$ cat src/rtl/toggle_phase_decoder.sv
// toggle_phase_decoder
//   Receive-side partner of the divide-by-2N toggle generator. Watches din,
//   locks to a toggle every HALF_PERIOD clocks and recovers the generator's
//   phase count. It pulses sync_out on an early toggle while locked. It pulses
//   err, and drops lock, when a toggle is missing.
//   Reset is asynchronous and active-low on rst.
//   Optional event counters: define TOGGLE_PHASE_DECODER_STATS_EN to build
//   sync_count / err_count. These counters saturate at 255. When the macro is
//   not defined, both ports are tied to zero.
module toggle_phase_decoder #(
   parameter int unsigned HALF_PERIOD = 4,
   parameter int unsigned CNT_W       = 4,
   parameter int unsigned LOCK_CNT    = 2
) (
   input  logic             clk,
   input  logic             rst,
   input  logic             din,
   output logic             locked,
   output logic [CNT_W-1:0] phase,
   output logic             sync_out,
   output logic             err,
   output logic [7:0]       sync_count,
   output logic [7:0]       err_count
);

   localparam int unsigned      GOOD_W   = (LOCK_CNT < 2) ? 1 : $clog2(LOCK_CNT + 1);
   localparam logic [CNT_W-1:0] CNT_TOP  = CNT_W'(HALF_PERIOD - 1);
   localparam logic [GOOD_W-1:0] GOOD_TOP = GOOD_W'(LOCK_CNT);

   typedef enum logic [1:0] {
      HUNT   = 2'd0,
      ACQ    = 2'd1,
      LOCKED = 2'd2
   } state_t;

   state_t              state;
   logic                din_q;
   logic [CNT_W-1:0]    cnt;
   logic [CNT_W-1:0]    cnt_nxt;
   logic [GOOD_W-1:0]   good;
   logic [GOOD_W-1:0]   good_inc;
   logic                din_edge;
   logic                at_top;
   logic                tracking;
   logic                is_good;
   logic                is_early;
   logic                is_late;

   // Edge detect, interval classification and next interval count
   always_comb begin
      din_edge = din ^ din_q;
      at_top   = (cnt == CNT_TOP);
      tracking = (state != HUNT);
      is_good  = tracking &  din_edge &  at_top;
      is_early = tracking &  din_edge & ~at_top;
      is_late  = tracking & ~din_edge &  at_top;
      good_inc = good + 1'b1;
      // Holding at the top is only reachable in HUNT: in ACQ/LOCKED the same
      // condition is a late toggle, which sends the FSM back to HUNT anyway.
      if (din_edge)
         cnt_nxt = '0;
      else if (at_top)
         cnt_nxt = cnt;
      else
         cnt_nxt = cnt + 1'b1;
   end

   // Cadence FSM with registered lock, phase and event pulses
   always_ff @(posedge clk or negedge rst) begin
      if (!rst) begin
         state    <= HUNT;
         din_q    <= 1'b0;
         cnt      <= '0;
         good     <= '0;
         locked   <= 1'b0;
         phase    <= '0;
         sync_out <= 1'b0;
         err      <= 1'b0;
      end else begin
         din_q    <= din;
         cnt      <= cnt_nxt;
         sync_out <= 1'b0;
         err      <= 1'b0;
         case (state)
            HUNT: begin
               if (din_edge) begin
                  state <= ACQ;
                  good  <= '0;
               end
            end
            ACQ: begin
               if (is_good) begin
                  good <= good_inc;
                  if (good_inc == GOOD_TOP) begin
                     state  <= LOCKED;
                     locked <= 1'b1;
                     phase  <= cnt_nxt;
                  end
               end else if (is_early) begin
                  good <= '0;
               end else if (is_late) begin
                  err   <= 1'b1;
                  state <= HUNT;
               end
            end
            LOCKED: begin
               phase <= cnt_nxt;
               if (is_early) begin
                  sync_out <= 1'b1;
               end else if (is_late) begin
                  err    <= 1'b1;
                  state  <= HUNT;
                  locked <= 1'b0;
                  phase  <= '0;
               end
            end
            default: begin
               state  <= HUNT;
               locked <= 1'b0;
               phase  <= '0;
            end
         endcase
      end
   end

`ifdef TOGGLE_PHASE_DECODER_STATS_EN
   logic sync_evt;

   always_comb sync_evt = is_early & (state == LOCKED);

   // Saturating early/missing toggle counters, bumped with their pulse
   always_ff @(posedge clk or negedge rst) begin
      if (!rst) begin
         sync_count <= '0;
         err_count  <= '0;
      end else begin
         if (sync_evt && (sync_count != 8'hFF))
            sync_count <= sync_count + 1'b1;
         if (is_late && (err_count != 8'hFF))
            err_count <= err_count + 1'b1;
      end
   end
`else
   assign sync_count = '0;
   assign err_count  = '0;
`endif

endmodule
$ cat config.mk
export PLATFORM = sky130hd
export DESIGN_NAME = toggle_phase_decoder
export DESIGN_NICKNAME = d
export VERILOG_FILES = /design/src/rtl/toggle_phase_decoder.sv
export SDC_FILE = /design/constraint.sdc
export NUM_CORES = 1
export LEC_CHECK = 0
export ABC_AREA = 1
export CORE_MARGIN = 1
export CORE_UTILIZATION = 49
export CTS_CLUSTER_DIAMETER = 80
export DETAILED_ROUTE_END_ITERATION = 10
export PLACE_DENSITY = 0.89
export RECOVER_POWER = 100
export SLEW_MARGIN = 20
export SYNTH_ARGS = -nofsm -noshare
export SYNTH_HDL_FRONTEND = slang
export SYNTH_SLANG_ARGS = --single-unit
$ cat constraint.sdc
create_clock -name clk -period 2.2 [get_ports clk]
set_clock_uncertainty 0.2 [all_clocks]
set_input_delay 0.44 -clock clk [delete_from_list [all_inputs] [get_ports clk]]
set_output_delay 0.44 -clock clk [all_outputs]
set_load 0.01 [all_outputs]
==> key figures, run 1 <==
Logic synthesis
  • Synth unique cells: 24
  • FF+latch count, synth: 16
  • Post-synth EDFFs: 0
  • Ys Warns: 0
  • Asr flop ratio synth: 100.0%
  • Seq/Total Area, Yosys: 36.95%
  • Cells after synthesis: 138
  • Syn_area_per_cell: 7.852 µm²
  • Dominant synthesized flop cell: dfrtp_1
  • Post-synthesis instance area: 1084 µm²

Route
  • Routed Antenna Nets: 0
  • Met3 WL: 64 µm
  • Detailed Route WL: 1900 µm
  • Routed vias/inst: 4.680
  • # DRC: 0
  • WL per Instance: 10.67 µm
  • DR vias: 833
  • Metal2 WL: 987 µm
  • Starting DRC count in detailed routing: 12
  • DR top layer: met4
  • Initial DRT Pass Iterations: 4
  • Wl on met1: 815 µm

Setup path
  • Kind of end point of the critical path: primary output
  • Worst setup path startpoint: phase[1]
  • Crit-path cells: dlygate4sd3_1
  • Worst EP required: 1.56 ns
  • CP delay by family, top: buffers and inverters
  • WP data arrival: 1.28 ns
  • Crit path kind: flop to primary output
  • RR Startpoint: cnt[0]
  • Crit path launch type: flop
  • Critical-path top delay cell: dlygate4sd3_1
  • Bufs and invs on worst path: 1
  • CP max FO: 2
  • Max incr delay on CP: 0.60 ns

Global route
  • Number of global-route vias before repair: 787
  • Pin count of the biggest net entering global routing: 17
  • All-layer global routing usage: 18.22%
  • GR Overflow Total: 0
  • Initial antenna violation count: 0
  • First-pass GRT wire length: 3298 µm

Timing
  • Final hold violation count: 0
  • Fin worst setup slack: 0.2782 ns
  • Slew @ Worst Pin: 0.8468 ns
  • RSZ-0062 raised after global routing: false
  • Fmax: 520.3 MHz
  • Slew margin rel.: 43.54%
  • Final setup TNS: 0 ns
  • Max Slew Vio Count: 0
  • Period utilisation layout: 87.35%
  • Fin Hold WS: 0.2742 ns
  • Finish-stage setup viols: 0
  • Post-layout minimum cycle time: 1.922 ns

Placed design
  • Dpl ws: 0.1893 ns
  • PortBufs: 9
  • Post-DP HPWL: 1507 µm
  • RD Place Congestion: 0.8671
  • Placed cells: 174

Floorplanning
  • I/O pin count: 26
  • Die width: 49.03 µm
  • Full die area: 2403 µm²
  • Initial Utilization: 53.59%
  • Core area: 2022 µm²
  • Num rows: 16
  • Die Height: 49.03 µm

Final layout
  • Share of cells above drive strength 1: 11.92%
  • # diodes: 0
  • Post-route insts no fill: 178
  • Total Nets Final: 162
  • P&R area growth vs syn: 7.044%

Clock network
  • CTS H-tree lvls: 1
  • Post-cts resize count: 0
  • Clk sink count: 16
  • Reg clk slew, reported paths: 0.09 ns
  • CTS tree: done
  • Root Driver: clkbuf_4
  • Maximum clock path buffer count: 2
  • Hold buffers post-CTS: 0
  • Setup repair bufs after CTS: 0
  • CTS buffer count: 3
  • Clk Latency, worst-skew pair: 0.29 ns

Min path
  • Hold wc startpoint: locked
  • Hold Path Class: flop to flop

Power
  • Design Power: 0.001229 W
  • Leakage: 0.6472 nW
  • Power Dens Cells: 1060 nW/µm²
  • Worst VDD drop: 0.5020 mV

Run status
  • Run status: completed

Run
  • Max cap viols: 0
metrics by stage:
step           util [%]  cell area, µm²
2_1_floorplan         -            1140
3_3_place_gp      56.93            1151
3_5_place_dp      56.93            1151
4_1_cts           58.73            1187
5_1_grt           57.36            1160
6_report          57.36            1160
synthesized netlist by cell type, types with 3 or more instances:
library cell | instances | area, µm²
nand2_1 | 39 | 146.4
buf_4 | 16 | 120.1
dfrtp_1 | 16 | 400.4
inv_1 | 13 | 48.80
ha_1 | 7 | 87.58
nand2_2 | 7 | 43.79
nor2_1 | 7 | 26.28
nor2_2 | 5 | 31.28
nand3_1 | 4 | 20.02
nand4_1 | 3 | 18.77
report_power, final:
part / switching (W) / internal, W / leakage [nW]
clock: 0.0000946 / 0.000101 / 0.0210
combinational: 0.000393 / 0.000217 / 0.413
sequential: 0.0000567 / 0.000366 / 0.213
total: 0.000544 / 0.000685 / 0.647
routing by layer:
metal / vias up / GRT usage, %
met5: - / 0
met4: 0 / 7.843
met3: 3 / 3.427
met2: 18 / 32.87
met1: 393 / 20.79
li1: 419 / -
final timing paths:
path | to | slack, ns | cells past startpoint
worst max-delay path | phase[1] | 0.28 | 1
worst min-delay path | locked | 0.27 | 2
worst max register to register | locked | 0.31 | 10
worst min register to register | locked | 0.27 | 2
max in group asynchronous | good[1] | 0.72 | 2
min in group asynchronous | cnt[0] | 0.56 | 2
area by class of cell:
class                      count  area [µm²]
fill                         197       862.1
multi-input combinational    104       529.3
sequential                    16       400.4
timing repair buffer          10       93.84
inverter                      17       66.31
clock buffer                   4       36.28
tap                           27       33.78
sequential cells by signal (all words and copies together), names as in the netlist:
signal    flops
din_q         1
sync_out      1
phase         4
locked        1
good          2
state         2
err           1
cnt           4
cells by family after synthesis:
logic type	synth area share [%]
flops	36.95
fa+ha+maj	8.083
compound gates	4.273
other cells	0.3461
buf+inv	17.21
simple gates	33.14
cell usage in the layout, fill, tap and decap left out:
cell           instances
nand2_1               41
conb_1                16
dfrtp_1               16
inv_1                 14
nor2_1                11
dlygate4sd3_1          9
ha_1                   7
nand2_2                5
nand3_1                4
o21ai_0                4
nand4_1                3
clkbuf_4               3
nand2_4                2
nand3_2                2
a21oi_1                2
nor2_2                 2
inv_2                  1
or2_1                  1
clkinvlp_2             1
nor3_1                 1
o21ai_1                1
clkinv_2               1
nand3b_1               1
o211ai_1               1
clkbuf_8               1
clkbuf_1               1
Power figures use the tool's default switching activity.
==> run 2, diff against run 1 <==
--- a/config.mk
+++ b/config.mk
@@ -10,6 +10,7 @@
 export CORE_UTILIZATION = 49
 export CTS_CLUSTER_DIAMETER = 80
 export DETAILED_ROUTE_END_ITERATION = 10
+export GPL_TIMING_DRIVEN = 0
 export PLACE_DENSITY = 0.89
 export RECOVER_POWER = 100
 export SLEW_MARGIN = 20
==> run 2 against run 1 <==
Against the previous run:
- final cell count is 7.9% higher
- largest power group unchanged
- die area unchanged
- via count is 5.3% higher
- sequential share of layout area decreased by 2.8 points
- core utilization rose by 5.1 points
- clock-buffer cell count down 1
- hold slack lost 0.0025 ns
- design area increased by 9.0%
- power down 1.5%
- register-to-register slack is essentially flat
- sequential power about the same
- largest cell class unchanged
==> key figures, run 2 (same netlist as run 1, synthesis figures left out) <==
Run status
  • Run status: completed

Floorplanning
  • Num rows: 16
  • Initial Utilization: 53.59%
  • Full die area: 2403 µm²
  • Die width: 49.03 µm
  • Die Height: 49.03 µm
  • I/O pin count: 26
  • Core area: 2022 µm²

Route
  • WL per Instance: 10.28 µm
  • Detailed Route WL: 1974 µm
  • # DRC: 0
  • DR vias: 877
  • Routed vias/inst: 4.568
  • Routed Antenna Nets: 0
  • Starting DRC count in detailed routing: 20
  • Initial DRT Pass Iterations: 4

Timing
  • Fmax: 518.2 MHz
  • Final hold violation count: 0
  • Slew @ Worst Pin: 0.7151 ns
  • Final setup TNS: 0 ns
  • RSZ-0062 raised after global routing: false
  • Max Slew Vio Count: 0
  • Finish-stage setup viols: 0
  • Slew margin rel.: 52.17%
  • Post-layout minimum cycle time: 1.930 ns
  • Period utilisation layout: 87.71%

Final layout
  • Biggest regs: cnt (4), phase (4)
  • Share of cells above drive strength 1: 20.61%
  • # diodes: 0
  • P&R area growth vs syn: 16.63%
  • Most common cell after layout, fill and taps aside: nand2_1
  • Final Cell Area: 1264 µm²
  • Most frequent cells in the layout: nand2_1 (42), buf_4 (16), conb_1 (16), dfrtp_1 (16), inv_1 (13)
  • Post-route insts no fill: 192
  • Fill cells: 175
  • Total Nets Final: 177

Setup path
  • WP data arrival: 1.29 ns
  • Crit path launch type: flop
  • Critical-path top delay cell: dlygate4sd3_1
  • Max incr delay on CP: 0.60 ns
  • Bufs and invs on worst path: 1
  • CP max FO: 2
  • Crit path kind: flop to primary output
  • Worst EP required: 1.56 ns
  • CP delay by family, top: buffers and inverters
  • Kind of end point of the critical path: primary output
  • Crit-path cells: dlygate4sd3_1

Clock network
  • Root Driver: clkbuf_4
  • CTS tree: done
  • Clk Latency, worst-skew pair: 0.29 ns
  • CTS H-tree lvls: 1
  • CTS buffer count: 3
  • Post-cts resize count: 0
  • Clk sink count: 16
  • Reg clk slew, reported paths: 0.09 ns
  • Maximum clock path buffer count: 2
  • Hold buffers post-CTS: 0
  • Setup repair bufs after CTS: 0

Placed design
  • PortBufs: 9
  • RD Place Congestion: 0.9121
  • Post-DP HPWL: 1567 µm
  • DP Area: 1264 µm²
  • Placed cells: 189

Global route
  • All-layer global routing usage: 18.64%
  • First-pass GRT wire length: 3394 µm
  • Initial antenna violation count: 0
  • GR Overflow Total: 0
  • Pin count of the biggest net entering global routing: 17
  • Number of global-route vias before repair: 792

Power
  • Worst VDD drop: 0.5745 mV
  • Power Dens Cells: 958.5 nW/µm²
  • Leakage: 0.7269 nW
  • Design Power: 0.001211 W

Run
  • Max cap viols: 0

Min path
  • Hold Path Class: flop to flop
run 2: where the power goes:
group | total, W | switching [W] | internal (W)
Sequential | 0.000422 | 0.0000560 | 0.000366
Combinational | 0.000634 | 0.000395 | 0.000239
Clock | 0.000154 | 0.0000906 | 0.0000638
Total | 0.00121 | 0.000542 | 0.000669
run 2: final cells by class:
| cell class | count | area, µm² | share of cell area (%) |
|---|---|---|---|
| plain buffers | 16 | 120.1 | 9.505 |
| clock buffers | 3 | 22.52 | 1.782 |
| inverters | 17 | 66.31 | 5.248 |
| multi-input cells | 104 | 530.5 | 41.98 |
| flip-flops and latches | 16 | 400.4 | 31.68 |
| well taps | 27 | 33.78 | 2.673 |
| repair buffers | 9 | 90.09 | 7.129 |
run 2: routing by layer:
metal / global-route usage [%] / part of all wire, %
met5: 0 / 0
met4: 8.333 / 1.8
met3: 4.361 / 4.0
met2: 31.71 / 51
met1: 22.27 / 43
run 2: through the flow:
stage          utilization (%)  worst slack, ns  hold WS [ns]
6_report                 62.50           0.2703        0.2716
4_1_cts                  63.61           0.3470        0.2818
2_1_floorplan                -           0.6265      -0.05559
3_3_place_gp             62.50           0.2474        0.2602
5_1_grt                  62.50           0.1445        0.3070
3_5_place_dp             62.50           0.1856        0.2630
run 2: worst reg2reg max path, cell delays in order, from the launching register on:
cell	delay (ns)
dfrtp_1	0.42
ha_1	0.22
nand2_1	0.10
nor2_1	0.33
nand3_2	0.09
nand2_1	0.14
nand2_4	0.10
clkinv_2	0.08
nand2_1	0.04
nand2_1	0.05
nand2_1	0.04
run 2: worst paths after layout:
path / start / end / slack [ns] / cells past startpoint
setup / recovery: phase[0] / phase[0] / 0.27 / 1
hold / removal: locked / locked / 0.27 / 2
setup reg to reg: cnt[0] / locked / 0.31 / 10
hold reg to reg: locked / locked / 0.27 / 2
max in group asynchronous: rst / state[0] / 0.91 / 1
min in group asynchronous: rst / cnt[3] / 0.44 / 1
